<file path="config.mk">
export PLATFORM = sky130hd
export DESIGN_NAME = se9_rr_scheduler_flat
export DESIGN_NICKNAME = d
export VERILOG_FILES = /design/src/rtl/se9_rr_scheduler_if.sv /design/src/rtl/se9_rr_scheduler.sv /design/src/flat_wrapper.sv
export SDC_FILE = /design/constraint.sdc
export NUM_CORES = 1
export LEC_CHECK = 0
export BUFFER_PORTS_ARGS = -buffer_cell sky130_fd_sc_hd__buf_2
export CAP_MARGIN = 40
export CORE_AREA = 5 5 103 105
export CTS_CLUSTER_SIZE = 25
export DETAILED_ROUTE_END_ITERATION = 6
export DIE_AREA = 0 0 108 110
export MAX_ROUTING_LAYER = met4
export PLACE_DENSITY = 0.52
export SYNTH_ARGS = -nofsm -noshare
export SYNTH_HDL_FRONTEND = slang
export SYNTH_SLANG_ARGS = --single-unit
</file>
<file path="constraint.sdc">
create_clock -name clk -period 9.3 [get_ports clk]
set_input_delay 0.93 -clock clk [delete_from_list [all_inputs] [get_ports clk]]
set_output_delay 0.93 -clock clk [all_outputs]
set_load 0.03 [all_outputs]
</file>
<file path="src/rtl/se9_rr_scheduler_if.sv">
// se9_rr_scheduler_if: request/grant bundle between leaf instances and the round-robin scheduler
interface se9_rr_scheduler_if #(
    parameter int N_REQ    = 5,
    parameter int MAX_HOLD = 16,
    parameter int IDW      = $clog2(N_REQ),
    parameter int CW       = $clog2(MAX_HOLD)
);
    logic [N_REQ-1:0] req;
    logic [N_REQ-1:0] done;
    logic [N_REQ-1:0] gnt;
    logic [IDW-1:0]   gnt_id;
    logic             busy;
    logic [CW-1:0]    hold_cnt;
    logic             timeout_pulse;
    modport master (output req, done, input gnt, gnt_id, busy, hold_cnt, timeout_pulse);
    modport slave  (input req, done, output gnt, gnt_id, busy, hold_cnt, timeout_pulse);
endinterface

</file>
<file path="src/rtl/se9_rr_scheduler.sv">
// se9_rr_scheduler: round-robin owner of one shared slot; grant held until done, withdrawal or timeout,
// followed by a one-cycle release gap
module se9_rr_scheduler #(
    parameter int N_REQ    = 5,
    parameter int MAX_HOLD = 16,
    parameter int IDW      = $clog2(N_REQ),
    parameter int CW       = $clog2(MAX_HOLD)
) (
    input  logic clk,
    input  logic rst_n,
    se9_rr_scheduler_if.slave bus
);
    typedef enum logic [1:0] {IDLE, GRANT, RELEASE} state_t;
    state_t           r_state, w_state_nxt;
    logic [N_REQ-1:0] r_gnt, w_gnt_nxt;
    logic [IDW-1:0]   r_gnt_id, w_gnt_id_nxt, r_ptr, w_ptr_nxt, w_win;
    logic [CW-1:0]    r_hold, w_hold_nxt;
    logic             r_to, w_to_nxt, w_found, w_own_done, w_own_drop, w_at_max;
    // first requester at or after the pointer, wrapping
    always_comb begin
        w_win   = r_ptr;
        w_found = 1'b0;
        for (int k = 0; k < N_REQ; k++) begin
            if (!w_found && bus.req[(int'(r_ptr) + k) % N_REQ]) begin
                w_win   = IDW'((int'(r_ptr) + k) % N_REQ);
                w_found = 1'b1;
            end
        end
    end
    assign w_own_done = bus.done[r_gnt_id];
    assign w_own_drop = !bus.req[r_gnt_id];
    assign w_at_max   = r_hold == CW'(MAX_HOLD - 1);
    always_comb begin
        w_state_nxt  = r_state;
        w_gnt_nxt    = r_gnt;
        w_gnt_id_nxt = r_gnt_id;
        w_hold_nxt   = r_hold;
        w_ptr_nxt    = r_ptr;
        w_to_nxt     = 1'b0;
        case (r_state)
            IDLE: if (|bus.req) begin
                w_state_nxt  = GRANT;
                w_gnt_nxt    = N_REQ'(1) << w_win;
                w_gnt_id_nxt = w_win;
                w_hold_nxt   = '0;
            end
            GRANT: if (w_own_done || w_own_drop || w_at_max) begin
                w_state_nxt = RELEASE;
                w_gnt_nxt   = '0;
                w_hold_nxt  = '0;
                w_to_nxt    = !w_own_done && !w_own_drop;
            end else begin
                w_hold_nxt = r_hold + CW'(1);
            end
            RELEASE: begin
                w_state_nxt = IDLE;
                w_ptr_nxt   = (r_gnt_id == IDW'(N_REQ - 1)) ? '0 : r_gnt_id + IDW'(1);
            end
            default: w_state_nxt = IDLE;
        endcase
    end
    always_ff @(posedge clk or negedge rst_n) begin
        if (!rst_n) begin
            r_state  <= IDLE;
            r_gnt    <= '0;
            r_gnt_id <= '0;
            r_hold   <= '0;
            r_ptr    <= '0;
            r_to     <= 1'b0;
        end else begin
            r_state  <= w_state_nxt;
            r_gnt    <= w_gnt_nxt;
            r_gnt_id <= w_gnt_id_nxt;
            r_hold   <= w_hold_nxt;
            r_ptr    <= w_ptr_nxt;
            r_to     <= w_to_nxt;
        end
    end
    assign bus.gnt           = r_gnt;
    assign bus.gnt_id        = r_gnt_id;
    assign bus.busy          = r_state != IDLE;
    assign bus.hold_cnt      = r_hold;
    assign bus.timeout_pulse = r_to;
endmodule

</file>
<file path="src/flat_wrapper.sv">
// flat-port wrapper written by rule: the top's interface ports become plain ports
module se9_rr_scheduler_flat 
#(
    parameter int N_REQ    = 5,
    parameter int MAX_HOLD = 16,
    parameter int IDW      = $clog2(N_REQ),
    parameter int CW       = $clog2(MAX_HOLD)
)
  (clk, rst_n, bus_req, bus_done, bus_gnt, bus_gnt_id, bus_busy, bus_hold_cnt, bus_timeout_pulse);
  se9_rr_scheduler_if #(.N_REQ(N_REQ), .MAX_HOLD(MAX_HOLD), .IDW(IDW), .CW(CW)) bus_i ();
  input  logic clk;
  input  logic rst_n;
  input wire logic [$bits(bus_i.req)-1:0] bus_req;
  input wire logic [$bits(bus_i.done)-1:0] bus_done;
  output wire logic [$bits(bus_i.gnt)-1:0] bus_gnt;
  output wire logic [$bits(bus_i.gnt_id)-1:0] bus_gnt_id;
  output wire logic [$bits(bus_i.busy)-1:0] bus_busy;
  output wire logic [$bits(bus_i.hold_cnt)-1:0] bus_hold_cnt;
  output wire logic [$bits(bus_i.timeout_pulse)-1:0] bus_timeout_pulse;
  assign bus_i.req = bus_req;
  assign bus_i.done = bus_done;
  assign bus_gnt = bus_i.gnt;
  assign bus_gnt_id = bus_i.gnt_id;
  assign bus_busy = bus_i.busy;
  assign bus_hold_cnt = bus_i.hold_cnt;
  assign bus_timeout_pulse = bus_i.timeout_pulse;
  se9_rr_scheduler #(.N_REQ(N_REQ), .MAX_HOLD(MAX_HOLD), .IDW(IDW), .CW(CW)) u_core (.clk(clk), .rst_n(rst_n), .bus(bus_i));
endmodule
</file>
==> summary.txt <==
Timing
  • Clock Skews: between 0.004 and 0.005 ns
  • Final-report hold violation count: 0
  • Share of the clock period used by the worst path: approximately 63%
  • Final min period: between 5 and 6 ns
  • RSZ-0062 raised after global routing: false
  • Least-Margin Pin Slew: between 0.7 and 0.8 ns
  • Max frequency: approximately 170 MHz
  • Slew Viols, Final: 0
  • Sum of negative setup slack: 0 ns
  • Worst hold-check slack: between 0.5 and 0.6 ns
  • Minimum setup slack in the final design: 3.46 ns
  • Number of setup violations in the final report: 0
  • Rel. slew slack: roughly half

Place
  • Post-placement setup slack: 3.54 ns
  • Placer congestion estimate: a little over 0.9
  • Detailed-placement wirelength estimate: ~5600 um
  • Buffers on Ports: 25

Floorplan
  • Die span in y: about 110 um
  • Num rows: 36
  • Total die area: 11,900 sq um
  • Die width: ~110 um
  • Number of top-level design ports: 26
  • Placeable core region: between 9000 and 10,000 sq um
  • Initial standard-cell utilization of the core: between 20% and 30%

Synth
  • Portion of the post-synthesis area used by sequential elements: 17.3%
  • Ys flop type: dfrtp_1
  • Async set-reset flop share out of synthesis: 100%
  • Syn. warnings: 0
  • Yosys top cell by area: dfrtp_1
  • Post-synth top cells: nand2_1, ha_1, o21ai_0, a21oi_1, dfrtp_1
  • Most frequent cell after synthesis: nand2_1
  • Synth unique cells: 58
  • Instance count of the mapped netlist: 338
  • Number of flip-flops and latches in the synthesized netlist: 18
  • Fraction of synthesized cell area taken by the top area cell type: between 10% and 20%
  • Cell types with the largest area share after synthesis: dfrtp_1, ha_1, o21ai_0
  • Number of nets produced by synthesis: 374
  • Number of enable-type register cells in the synthesized netlist: 0
  • Cell area after synthesis: approximately 2600 sq um
  • Syn Area/Cell: slightly below 8 sq um

Flow run
  • Max-cap check violation count: 0

CTS
  • Htree depth: 1
  • Total number of clock tree sinks: 18
  • Longest Clk Path Bufs: 2
  • Clock tree from TritonCTS: done
  • Number of buffers inserted by hold repair at cts: 0
  • Insertion delay to the later sink of the worst-skew pair: approximately 0.25 ns
  • Number of buffers inserted to repair setup after CTS: 0
  • Clock slew at reported path FFs: approximately 0.070 ns
  • Number of gates resized after cts: 0
  • Clock root buffer master: clkbuf_8
  • TritonCTS buffer count: 3

Setup path
  • Kind of start point of the critical path: flop
  • Critical Path Sink Type: flop
  • Cell-by-cell trace of the critical path: buf_4 > inv_2 > ha_1 > inv_1 > ha_1 > inv_1 > ha_1 > nor3_1 > nor3_1 > or2_2 > ha_1 > nor2b_1 > o221ai_1 > o21a_1 > mux2_2 > a2bb2oi_1 > o211ai_1 > or2_2 > a31o_1 > o41ai_1
  • Slowest Stage Delay on Critical Path: between 0.4 and 0.5 ns
  • Worst endpoint required time: approximately 9.4 ns
  • CP Data Arrival Time: 5.96 ns
  • Cell with the largest stage delay on the worst path: ha_1
  • Worst-path fanout max: 37
  • Top cell by count, worst path: ha_1
  • Start-to-end type of the worst setup path: reg -> reg

Global routing
  • First-pass GRT wire length: between 10,000 and 15,000 um
  • Final global-route overflow total: 0
  • Vias in the first global route: around 2,500
  • Number of antenna violations at the first check in global routing: 0
  • Largest net degree at the start of global routing: 38
  • Combined global-route utilization of all metal layers: about an eighth

Drt
  • Routed WL per cell: 15.1 um
  • Number of vias per cell: roughly 5.4
  • Number of vias in the routed layout: about 2,600
  • Post-detailed-route count of antenna-violating nets: 0
  • Wire length after detailed routing: between 7000 and 8000 um
  • Detailed-route DRC error count: 0
  • Iteration count of the initial detailed-routing pass: 6
  • DRC marker count from the first detailed-route iteration: roughly 200

Cells and area
  • Layout cell share with drive strength beyond 1: about an eighth
  • Layout overhead on the synthesized area: 10.3%
  • Antenna diode count: 0
  • Fill cell instance count of the final layout: about 1,100
  • Total number of nets in the final design: a little under 400

Status
  • Result of the run: finished clean

Worst hold path
  • Worst hold path class: reg -> reg
-- layout make-up --
cell class                 count  area, sq um  area share, %
clock buffer                   3         41.3           1.44
inverter                      19         71.3           2.48
multi-input combinational    283         2010           69.9
sequential                    18          450           15.7
tap                          133          166           5.79
timing repair buffer          27          138           4.78
-- metrics by stage --
| step | area (sq um) | util [%] | cells |
|---|---|---|---|
| 2_1_floorplan | 2610 | - | 338 |
| 3_5_place_dp | 2840 | 29.7 | 480 |
| 3_3_place_gp | 2830 | 29.6 | 479 |
| 5_1_grt | 2880 | 30.1 | 483 |
| 4_1_cts | 2880 | 30.1 | 483 |
| 6_report | 2880 | 30.1 | 483 |
-- registers in the layout, summed over array words and instances (netlist names) --
register,count
u_core.bus.gnt,5
u_core.bus.gnt_id,3
u_core.bus.hold_cnt,4
u_core.bus.timeout_pulse,1
u_core.r_ptr,3
u_core.r_state,2
-- kinds of logic after synthesis --
family                   count (synthesis)  share of synthesized area, %
adder cells (fa/ha/maj)                 24                          11.5
flip-flops                              18                          17.3
AO/OA/AOI/OAI                          129                          33.9
multiplexers                            15                          6.43
buffers and inverters                   37                          5.71
XOR/XNOR                                 9                          3.31
AND/OR/NAND/NOR                        106                          21.9
-- critical path, delay by kind of cell, from the launching register on --
kind	cells	cell delay [ns]
multiplexers	1	0.20
flip-flops	1	0.36
AO/OA/AOI/OAI	6	1.75
adder cells (fa/ha/maj)	4	1.27
AND/OR/NAND/NOR	5	1.33
buffers and inverters	4	0.80
-- worst paths after layout --
path | startpoint | endpoint | slack [ns] | depth (start not counted)
min in group asynchronous | rst_n | u_core.r_state[1]$_DFFE_PN0P_ | 0.61 | 1
worst max register to register | u_core.r_ptr[0]$_DFFE_PN0N_ | u_core.bus.gnt[3]$_DFFE_PN0P_ | 3.46 | 20
max in group asynchronous | rst_n | u_core.bus.gnt_id[2]$_DFFE_PN0P_ | 8.40 | 1
worst min register to register | u_core.bus.hold_cnt[3]$_DFFE_PN0P_ | u_core.bus.hold_cnt[3]$_DFFE_PN0P_ | 0.50 | 1
worst min-delay path | u_core.bus.hold_cnt[3]$_DFFE_PN0P_ | u_core.bus.hold_cnt[3]$_DFFE_PN0P_ | 0.50 | 1
worst max-delay path | u_core.r_ptr[0]$_DFFE_PN0N_ | u_core.bus.gnt[3]$_DFFE_PN0P_ | 3.46 | 20
-- metal layers --
| metal | track usage [%] | routed length (um) | vias up |
|---|---|---|---|
| met5 | - | 0 | - |
| met4 | 2.25 | 42 | 0 |
| met3 | 1.16 | 210 | 4 |
| met2 | 22.1 | 3500 | 52 |
| met1 | 16.8 | 3540 | 1228 |
| li1 | - | - | 1302 |
-- cell usage in the layout (no fill, tap or decap), types with 7 or more instances in the layout --
cell and n:
nand3_1 9, nor3_1 10, o211ai_1 8, ha_1 24
nor2b_1 9, nand2b_1 8, nor2_1 14, xnor2_1 8
mux2i_1 10, o21a_1 7, nand2_1 29, inv_1 16
dfrtp_1 18, o21ai_0 24, a21oi_1 23, buf_2 26
Power is left out: the tool's default activity adds up to more than one toggle a clock period on the data nets, which glitch-free logic cannot reach.
